--- src/rtl/alarm_sequencer.sv ---
// alarm_sequencer: mode and timekeeping controller for the alarm clock.
// Keeps time-of-day and alarm registers, and sequences run / set-time / set-alarm / ringing.
// Drives the display fields, the blink flag and the buzzer enable.
// Optional feature: define SNOOZE_ALARM_EN to add a SNOOZE state between ringing and dismissal.
module alarm_sequencer #(
   parameter int RING_SECS   = 60,   // ticks spent ringing before auto-dismiss
   parameter int SNOOZE_SECS = 300,  // ticks spent snoozing before re-ringing
   parameter int CNT_W       = 9     // must hold max(RING_SECS, SNOOZE_SECS)
) (
   input  logic       clock,
   input  logic       reset,         // asynchronous, active-low
   input  logic       tick,          // 1 Hz enable, one clock wide
   input  logic       button,        // raw pushbutton level, asynchronous
   input  logic [8:0] switches,      // [5:0] value, [6] field (1=hr), [8:7] mode request
   output logic [4:0] disp_hours,
   output logic [5:0] disp_minutes,
   output logic [5:0] disp_seconds,
   output logic       blink,
   output logic       buzzer_en,
   output logic       alarm_armed
);

   typedef enum logic [2:0] {
      ST_RUN,
      ST_SET_TIME,
      ST_SET_ALARM,
      ST_RINGING
`ifdef SNOOZE_ALARM_EN
      , ST_SNOOZE
`endif
   } state_t;

   // The shared counter never has to count past the longer of the two periods.
   localparam int CNT_MAX = (RING_SECS > SNOOZE_SECS) ? RING_SECS : SNOOZE_SECS;

   state_t            state, state_nxt;
   logic [2:0]        btn_sync;
   logic              press;
   logic [4:0]        time_hr, alarm_hr, hr_inc, wr_hr;
   logic [5:0]        time_min, alarm_min, min_inc, wr_min;
   logic [5:0]        time_sec, sec_inc;
   logic [CNT_W-1:0]  cnt;
   logic              count_en;
   logic              match;
   logic [1:0]        mode_req;
   logic              field_hr;
   logic [5:0]        value;

   assign mode_req = switches[8:7];
   assign field_hr = switches[6];
   assign value    = switches[5:0];

   // Written values are clamped to the legal range of the selected field.
   assign wr_hr  = (value > 6'd23) ? 5'd23 : value[4:0];
   assign wr_min = (value > 6'd59) ? 6'd59 : value;

   // Two flops resynchronise the button; the third gives the rising edge, so a press acts 3 clocks in.
   always_ff @(posedge clock or negedge reset) begin
      if (!reset) begin
         btn_sync <= '0;
      end else begin
         // NOTE: clocked state uses <= so every flop samples the pre-edge values of the others.
         btn_sync <= {btn_sync[1:0], button};
      end
   end

   assign press = btn_sync[1] & ~btn_sync[2];

   // Time-of-day one second ahead, with seconds/minutes/hours carries and midnight wrap.
   always_comb begin
      // NOTE: every output of a combinational block gets a default first so no latch is inferred.
      sec_inc = time_sec + 6'd1;
      min_inc = time_min;
      hr_inc  = time_hr;
      if (time_sec == 6'd59) begin
         sec_inc = '0;
         if (time_min == 6'd59) begin
            min_inc = '0;
            hr_inc  = (time_hr == 5'd23) ? 5'd0 : time_hr + 5'd1;
         end else begin
            min_inc = time_min + 6'd1;
         end
      end
   end

   // Alarm fires only on a RUN tick whose new time lands exactly on hh:mm:00.
   assign match = (state == ST_RUN) && tick && alarm_armed &&
                  (hr_inc == alarm_hr) && (min_inc == alarm_min) && (sec_inc == 6'd0);

   // State register.
   always_ff @(posedge clock or negedge reset) begin
      if (!reset) state <= ST_RUN;
      else        state <= state_nxt;
   end

   // Next-state decode and display/blink/buzzer selection.
   always_comb begin
      state_nxt    = state;
      disp_hours   = time_hr;
      disp_minutes = time_min;
      disp_seconds = time_sec;
      blink        = 1'b0;
      buzzer_en    = 1'b0;
      count_en     = 1'b0;
      case (state)
         ST_RUN: begin
            if (match)                  state_nxt = ST_RINGING;
            else if (mode_req == 2'b01) state_nxt = ST_SET_TIME;
            else if (mode_req == 2'b10) state_nxt = ST_SET_ALARM;
         end
         ST_SET_TIME: begin
            blink = 1'b1;
            if (mode_req != 2'b01) state_nxt = ST_RUN;
         end
         ST_SET_ALARM: begin
            disp_hours   = alarm_hr;
            disp_minutes = alarm_min;
            disp_seconds = '0;
            blink        = 1'b1;
            if (mode_req != 2'b10) state_nxt = ST_RUN;
         end
         ST_RINGING: begin
            buzzer_en = 1'b1;
            blink     = cnt[0];  // the tick counter's LSB toggles once per tick
            count_en  = 1'b1;
            if (press) begin
`ifdef SNOOZE_ALARM_EN
               state_nxt = ST_SNOOZE;
`else
               state_nxt = ST_RUN;
`endif
            end else if (tick && (cnt == CNT_W'(RING_SECS - 1))) begin
               state_nxt = ST_RUN;
            end
         end
`ifdef SNOOZE_ALARM_EN
         ST_SNOOZE: begin
            count_en = 1'b1;
            if (press)                                          state_nxt = ST_RUN;
            else if (tick && (cnt == CNT_W'(SNOOZE_SECS - 1))) state_nxt = ST_RINGING;
         end
`endif
         default: state_nxt = ST_RUN;
      endcase
   end

   // Tick counter: cleared on every state change, advanced per tick while ringing or snoozing.
   always_ff @(posedge clock or negedge reset) begin
      if (!reset) begin
         cnt <= '0;
      end else if (state_nxt != state) begin
         cnt <= '0;
      end else if (count_en && tick && (cnt != CNT_W'(CNT_MAX))) begin
         cnt <= cnt + 1'b1;
      end
   end

   // Time-of-day: frozen and writable in SET_TIME, otherwise advanced on every tick.
   always_ff @(posedge clock or negedge reset) begin
      if (!reset) begin
         time_hr  <= '0;
         time_min <= '0;
         time_sec <= '0;
      end else if (state == ST_SET_TIME) begin
         if (press) begin
            if (field_hr) time_hr  <= wr_hr;
            else          time_min <= wr_min;
            time_sec <= '0;
         end
      end else if (tick) begin
         time_hr  <= hr_inc;
         time_min <= min_inc;
         time_sec <= sec_inc;
      end
   end

   // Alarm time written in SET_ALARM; armed flag toggled by a press in RUN with mode 11.
   always_ff @(posedge clock or negedge reset) begin
      if (!reset) begin
         alarm_hr    <= '0;
         alarm_min   <= '0;
         alarm_armed <= 1'b0;
      end else begin
         if ((state == ST_SET_ALARM) && press) begin
            if (field_hr) alarm_hr  <= wr_hr;
            else          alarm_min <= wr_min;
         end
         if ((state == ST_RUN) && (mode_req == 2'b11) && press && !match)
            alarm_armed <= ~alarm_armed;
      end
   end

endmodule

--- config.mk ---
export PLATFORM = sky130hd
export DESIGN_NAME = alarm_sequencer
export DESIGN_NICKNAME = d
export VERILOG_FILES = /design/src/rtl/alarm_sequencer.sv
export SDC_FILE = /design/constraint.sdc
export NUM_CORES = 1
export LEC_CHECK = 0
export BUFFER_PORTS_ARGS = -buffer_cell sky130_fd_sc_hd__buf_2
export CAP_MARGIN = 10
export CORE_ASPECT_RATIO = 1.4
export CORE_MARGIN = 4
export CORE_UTILIZATION = 50
export CTS_BUF_LIST = sky130_fd_sc_hd__clkbuf_16
export DETAILED_ROUTE_END_ITERATION = 10
export PLACE_DENSITY = 0.69
export RECOVER_POWER = 25
export SKIP_LAST_GASP = 1
export SYNTH_ARGS = -nofsm -noshare
export SYNTH_HDL_FRONTEND = slang
export SYNTH_SLANG_ARGS = --single-unit
--- constraint.sdc ---
create_clock -name clock -period 2.98 [get_ports clock]
set_input_delay 0.298 -clock clock [delete_from_list [all_inputs] [get_ports clock]]
set_output_delay 0.298 -clock clock [all_outputs]
set_load 0.02 [all_outputs]
Word level (Yosys, flattened, before mapping) --
Cells that the tools add are included.
Word-level totals: word-level logic and storage cells 95, flip-flop bits (word level) 44, output and inout bits 20, input port bits 13
Operators by class: $add $sub $neg 4, order comparisons 2, muxes and demuxes 34, reductions and logical operators 23, bitwise logic cells 4, equal/unequal tests 19
Operators with widths (number):
- 2-to-1 mux 6 bit | 13
- 2-to-1 mux 5 bit | 9
- 2-to-1 mux 3 bit | 7
- 2-to-1 mux 9 bit | 2
- adder 6 x 1 -> 6 bit, second input constant | 2
- == test 6 bit, second input constant | 2
- logical AND 1 bit | 12
- case mux 3 bit (4 select lines) | 1
- adder 9 x 1 -> 9 bit, second input constant | 1
- == test 9 x 6 -> 1 bit, second input constant | 1
- != test 9 bit, second input constant | 1
- != test 2 bit, second input constant | 4
- == test 3 x 2 -> 1 bit, second input constant | 2
- == test 6 bit | 1
- > comparator 6 x 5 -> 1 bit, second input constant | 1
- > comparator 6 bit, second input constant | 1
- zero test 6 bit | 1
- AND reduction 2 bit | 3
- AND reduction 3 bit | 2
- adder 5 x 1 -> 5 bit, second input constant | 1
- == test 5 bit | 1
- == test 5 bit, second input constant | 1
- == test 2 bit, second input constant | 2
- nonzero test 2 bit | 2
- 11 further kinds | 13

Depth between registers and ports, before layout --
Gate-level depths: netlist (run 1).
depth in word-level cells 12, gate-level depth with buffers 10, depth with buffers taken out 8

Least setup slack after synthesis (run 1) --
OpenSTA, ideal clock, no wires.
path type reg2reg, start point register time_sec[0], end point register cnt[0], data arrival time 2240 ps, cell stages (with the launch flop) 10, required time 2853 ps, buffers on the path 1, slack 614 ps, clock period less this slack 2366 ps, setup time 127 ps, cell sequence dfrtp_1 -> ha_1 -> nor2b_1 -> buf_2 -> and4_1 -> or3_1 -> a211oi_1 -> nand4_2 -> o21ai_4 -> nor2_1
Between the ends: word-level cells in the longest chain between the ends 10, elaborated cells on any way between the ends 16, classes of those cells 1 x add/sub; 4 x eq/ne; 6 x mux; 5 x reduce/logical
Ends and longest elaborated chain:
- start: declaration | line 41 | logic [5:0] time_sec, sec_inc;
- start signal: assignment | line 173 | time_sec <= sec_inc;
- branches (longest 5 deep; another with adder 6 x 1 -> 6 bit)
- logical AND 1 bit (*) | line 88 | (hr_inc == alarm_hr) && (min_inc == alarm_min) && (sec_inc == 6'd0);
- 2-to-1 mux 3 bit (*) | line 107 | if (match) state_nxt = ST_RINGING;
- case mux 3 bit (4 select lines) (*) | line 105 | case (state)
- != test 3 bit (*) | line 151 | end else if (state_nxt != state) begin
- 2-to-1 mux 9 bit / nonzero test 2 bit (equally long branches)
- end signal: assignment | line 154 | cnt <= cnt + 1'b1;
- end: declaration | line 42 | logic [CNT_W-1:0] cnt;
Every way passes the cells marked *. A chain may end at the register's enable or synchronous reset.

Worst setup path in the final report (run 1) --
start point register time_sec[0], end point register cnt[5]
The elaborated chain is that of the path after synthesis.

==> results_dict.tcl, run 1 <==
set metrics [dict create \
    final_area_um2 3714 \
    fp.dieH_um 104.2 \
    post-cts-setup-buffers 0 \
    syn_area_per_cell_um2 8.102 \
    timing.slew.headroom_pct -57.94 \
    cts-resized-gates 0 \
    cap_violations 1 \
    drive_gt1_share_pct 16.67 \
    netlist.area_leader.share_pct 33.31 \
    drc_errors 0 \
    grt_antenna_before_repair 0 \
    finalSetupViolCount 0 \
    synth_commonest_cells "nor2_1 (49), dfrtp_1 (44), nand2_1 (43)" \
    reg2reg_from "time_sec[0]" \
    cts_root_buffer "clkbuf_16" \
    post-route-util_pct 58.59 \
    crit_path_end_kind "flop" \
    cp-endpoint "cnt[5]" \
    core_um2 6339 \
    io_buffer_count 32 \
    r2r-end "cnt[5]" \
    violations "max-capacitance violations, max-slew violations" \
    drt-pass1-iter-count 5 \
    tritoncts_num_sinks 44 \
    outcome "finished with violations" \
    ir_drop_mv 0.3764 \
    syn-cell-area_um2 3306 \
    finClkSkew_ns 0.005192 \
    period_needed_ns 2.798 \
    synth.area.top_cells "dfrtp_1 (33%), nor2_1 (5.6%), o21ai_0 (5.1%), nand2_1 (4.9%), mux2_2 (3.7%)" \
    p_leak_nw 1.532 \
    synth_edf_count 0 \
    insertion_delay_ns 0.29 \
    io_pins 33 \
    criticalPathCategory "reg -> reg" \
    chipWidth_um 76.72 \
    synth_cells 408 \
    hold_viol_final 0 \
    finalCritPeriodShare_pct 93.89 \
    drt_iter0_markers 325 \
    yosysMostFrequentCell "nor2_1" \
    reg2reg_slack_ns 0.18 \
    placementRows 34 \
    grt_pass1_vias 3199 \
    power_w 0.002314 \
    hold_path.class "in -> reg" \
    p_per_area_nw_per_um2 623.2 \
    cp_max_fo 9 \
    ant_nets 0 \
    n_antenna_cell 0 \
    syn2layout_area_growth_pct 12.34 \
    cts_tree "built" \
    wl_um 9625 \
    ys_ff_latch 44 \
    gp_congestion 1.003 \
    hpwl_um 7124 \
    grt_max_degree 45 \
    cts_buffer_depth 2 \
    drv_slew 45 \
    rsz0062_at_grt "no" \
    yosysTopAreaCell "dfrtp_1" \
    start_util_pct 52.15 \
    num_vias 3224 \
    cp.arrival_ns 2.96 \
    grtUsageTotal_pct 24.86 \
    placed_area_um2 3571 \
    synth.distinct_cells 64 \
    reg2regPathDepth 8 \
    ctsHoldBuffers 0 \
    setup_tns_ns 0 \
    overflow 0 \
    via_per_inst 6.322 \
    cts-htree-levels 2 \
    worst_pin_slew_ns 2.369 \
    synth_ff_type "dfrtp_1" \
    startpoint_type "flop" \
    grt_pass1_wl_um 16220 \
    whs_ns 0.1183 \
    nets 457 \
    crit_start "time_sec[0]" \
    syn-num-nets 427 \
    ys_seq_area_share_pct 33.31 \
    synth_async_sr_flop_share_pct 100.0 \
    path_clk_slew_ns 0.06 \
    ys_warn_count 0 \
    die-area_um2 7995 \
    cts_buffers 5 \
    wl_per_cell_um 18.87 \
    cp.required_ns 3.14 \
    fmax_mhz 357.4 \
]
[critical path, cell delays in order, from the launching register on]
cell and delay, ns:
dfrtp_1 0.44, ha_1 0.26, nor2b_1 0.46, nand4_1 0.18, o21ai_0 0.45, o22ai_1 0.15
nand4bb_1 0.30, o21ai_4 0.34, nor2_1 0.09
[stage by stage]
step | std cells | setup WS (ns)
floorplan | 408 | 0.6136
global placement | 503 | 0.3182
detailed placement | 503 | 0.2581
CTS | 510 | 0.2534
global route | 510 | 0.02339
finish | 510 | 0.1821
[cells in the final DEF (no fill, tap or decap), types with 7 or more instances in the layout]
master    synthesis  layout
dfrtp_1          44      44
mux2i_1           7       7
nand3_1           9       9
nand2_1          43      43
a31oi_1          10      10
nand4_1           9       9
nor3_1            8       8
inv_1            13      13
a21oi_1          21      21
buf_2             7      31
mux2_2           11      11
xnor2_1           7       7
and3_1            8       8
o21ai_0          34      34
nor2b_1          12      12
nor2_1           49      49
nand2b_1         11      11
buf_4             1      15
[metal layers]
layer | track usage [%] | part of all wire, % | up-vias
li1 | - | - | 1543
met1 | 30.50 | 41 | 1532
met2 | 42.64 | 50 | 117
met3 | 3.466 | 5.5 | 32
met4 | 11.40 | 3.5 | 0
met5 | 0 | 0 | -
[worst min-delay path by stage]
stage                      startpoint     endpoint  cells past startpoint
after detailed placement  btn_sync[0]  btn_sync[1]                      0
after global routing           button  btn_sync[0]                      1
after floorplan                 reset  alarm_armed                      0
final                          button  btn_sync[0]                      1
after global placement    btn_sync[0]  btn_sync[1]                      0
after CTS                      button  btn_sync[0]                      1
[flip-flops by register name, indices dropped and copies added, names as in the netlist]
name	count
time_sec	6
time_min	6
time_hr	5
cnt	9
alarm_armed	1
alarm_hr	5
btn_sync	3
state	3
alarm_min	6
[where the power goes]
part	internal, W	switching [W]
Combinational	0.000364	0.000561
Clock	0.000300	0.000225
Sequential	0.000693	0.000172
Total	0.00136	0.000957
[cell families (layout without fill, tap and decap cells)]
kind of cell	count (synthesis)	after routing	share of synthesized area, %
other cells	1	1	0.1134
mux	18	18	5.867
flops	44	44	33.31
fa+ha+maj	6	6	2.271
buf+inv	37	67	4.580
xor+xnor	13	13	3.444
compound gates	111	111	22.14
simple gates	178	178	28.27
[layout make-up]
cell class / count / area, µm²
fill: 575 / 2625
multi-input combinational: 327 / 2069
sequential: 44 / 1101
timing repair buffer: 47 / 271.5
clock buffer: 5 / 125.1
tap: 72 / 90.09
inverter: 13 / 48.80
clock inverter: 2 / 7.507
Note: power is estimated with default switching activity, not from simulation.
==> run 2: changes to the inputs <==
--- a/config.mk
+++ b/config.mk
@@ -10,7 +10,6 @@
 export CORE_ASPECT_RATIO = 1.4
 export CORE_MARGIN = 4
 export CORE_UTILIZATION = 50
-export CTS_BUF_LIST = sky130_fd_sc_hd__clkbuf_16
 export DETAILED_ROUTE_END_ITERATION = 10
 export PLACE_DENSITY = 0.69
 export RECOVER_POWER = 25
==> run 2 against run 1 <==
Effect of this change:
- the run still ends with max-capacitance violations, max-slew violations left
- die area unchanged
- fmax up 0.46%
- clock power shrank 22%
- combinational power about the same
- flip-flop and latch count stayed put
- global-route usage shrank 0.16 points
- setup slack gained 0.013 ns
- clock skew grew 0.0017 ns
- non-clock buffer count stayed put
- largest power group unchanged
==> results_dict.tcl, run 2 (synthesized netlist as in run 1, its figures left out) <==
set metrics [dict create \
    p_int_w 0.001263 \
    chipWidth_um 76.72 \
    cp.arrival_ns 2.96 \
    cts_buffer_depth 2 \
    post-route-util_pct 58.01 \
    timing.slew.headroom_pct -60.82 \
    io_buffer_count 32 \
    via_per_inst 6.369 \
    final_cell_mix "nor2_1 (49), dfrtp_1 (44), nand2_1 (43), o21ai_0 (34), buf_2 (31)" \
    syn2layout_area_growth_pct 11.24 \
    switching_power_w 0.0009361 \
    fmax_mhz 359.1 \
    grtUsageTotal_pct 24.70 \
    gp_congestion 1.003 \
    whs_ns 0.1038 \
    overflow 0 \
    clkPwrFrac_pct 18.6 \
    insertion_delay_ns 0.30 \
    fin_cells 510 \
    drc_errors 0 \
    combPwrFrac_pct 42.2 \
    swShare_pct 42.58 \
    die-area_um2 7995 \
    rsz0062_at_grt "no" \
    cts_root_buffer "clkbuf_8" \
    startpoint_type "flop" \
    violations "max-capacitance violations, max-slew violations" \
    criticalPathCategory "reg -> reg" \
    drv_slew 45 \
    hold_path.class "in -> reg" \
    cp.required_ns 3.16 \
    power_w 0.002199 \
    core_um2 6339 \
    n_antenna_cell 0 \
    p_per_area_nw_per_um2 597.9 \
    cts_tree "built" \
    top_register "cnt" \
    placementRows 34 \
    final_common_cell "nor2_1" \
    io_pins 33 \
    hold_viol_final 0 \
    outcome "finished with violations" \
    path_clk_slew_ns 0.08 \
    wl_um 9632 \
    period_needed_ns 2.785 \
    seqPwrFrac_pct 39.2 \
    largest_reg_flops 9 \
    start_util_pct 52.15 \
    grt_pass1_wl_um 16070 \
    tritoncts_num_sinks 44 \
    finalCritPeriodShare_pct 93.46 \
    cts_buffers 5 \
    fp.dieH_um 104.2 \
    placed_cells 503 \
    grt_max_degree 45 \
    cap_violations 1 \
    reg2reg_slack_ns 0.19 \
    crit_path_end_kind "flop" \
    p_leak_nw 1.517 \
    ant_nets 0 \
    ctsHoldBuffers 0 \
    grt_antenna_before_repair 0 \
    wl_per_cell_um 18.89 \
    nets 457 \
    worst_pin_slew_ns 2.412 \
    cts-htree-levels 2 \
    cp_max_fo 9 \
    num_vias 3248 \
    drt_iter0_markers 334 \
    finalSetupViolCount 0 \
    grt_pass1_vias 3175 \
    drt-pass1-iter-count 5 \
    hpwl_um 7124 \
    ir_drop_mv 0.3201 \
    setup_tns_ns 0 \
    cts-resized-gates 0 \
    post-cts-setup-buffers 0 \
    finClkSkew_ns 0.006908 \
    drive_gt1_share_pct 17.12 \
]
## run 2: cell types whose count changed in the layout (fill, tap and decap cells not counted), sizes merged
cell,delta
clkinv,-2
clkbuf,+2
## run 2: worst paths after layout
check	from	endpoint	cells after the start
max	time_sec[0]	cnt[4]	8
min reg2reg	btn_sync[0]	btn_sync[1]	0
max in group asynchronous	reset	cnt[8]	1
min	button	btn_sync[0]	1
max reg2reg	time_sec[0]	cnt[4]	8
min in group asynchronous	reset	alarm_min[2]	1
## run 2: layout make-up
class	instances	area (µm²)
Multi-Input combinational cell	327	2069
Timing Repair Buffer	47	271.5
Tap cell	72	90.09
Fill cell	580	2661
Sequential cell	44	1101
Inverter	13	48.80
Clock buffer	7	96.34
## run 2: per-layer routing
layer | up-vias | routed length, µm | global-route usage, %
met4 | 0 | 436 | 13.60
met1 | 1544 | 4018 | 30.30
met2 | 132 | 4707 | 41.40
li1 | 1536 | - | -
met5 | - | 0 | 0
met3 | 36 | 469 | 3.293
## run 2: power groups by stage
stage | Clock [W] | Sequential, W | Combinational (W)
final | 0.000408 | 0.000862 | 0.000928
after global routing | 0.000445 | 0.000882 | 0.00101
after CTS | 0.000421 | 0.000858 | 0.000910
after detailed placement | 0 | 0.000871 | 0.000905
after global placement | 0 | 0.000866 | 0.000900
after floorplan | 0 | 0.000803 | 0.000672
## run 2: worst max-delay path, stage by stage, from the launching register on
cell	delay, ns
dfrtp_1	0.44
ha_1	0.26
nor2b_1	0.47
nand4_1	0.18
o21ai_0	0.44
o22ai_1	0.14
nand4bb_1	0.30
o21ai_4	0.34
nor2_1	0.09
## run 2: stage by stage
step,setup WS [ns],area [µm²]
4_1_cts,0.2447,3667
3_5_place_dp,0.2581,3571
3_3_place_gp,0.3182,3571
5_1_grt,0.01795,3677
2_1_floorplan,0.6136,3306
6_report,0.1949,3677
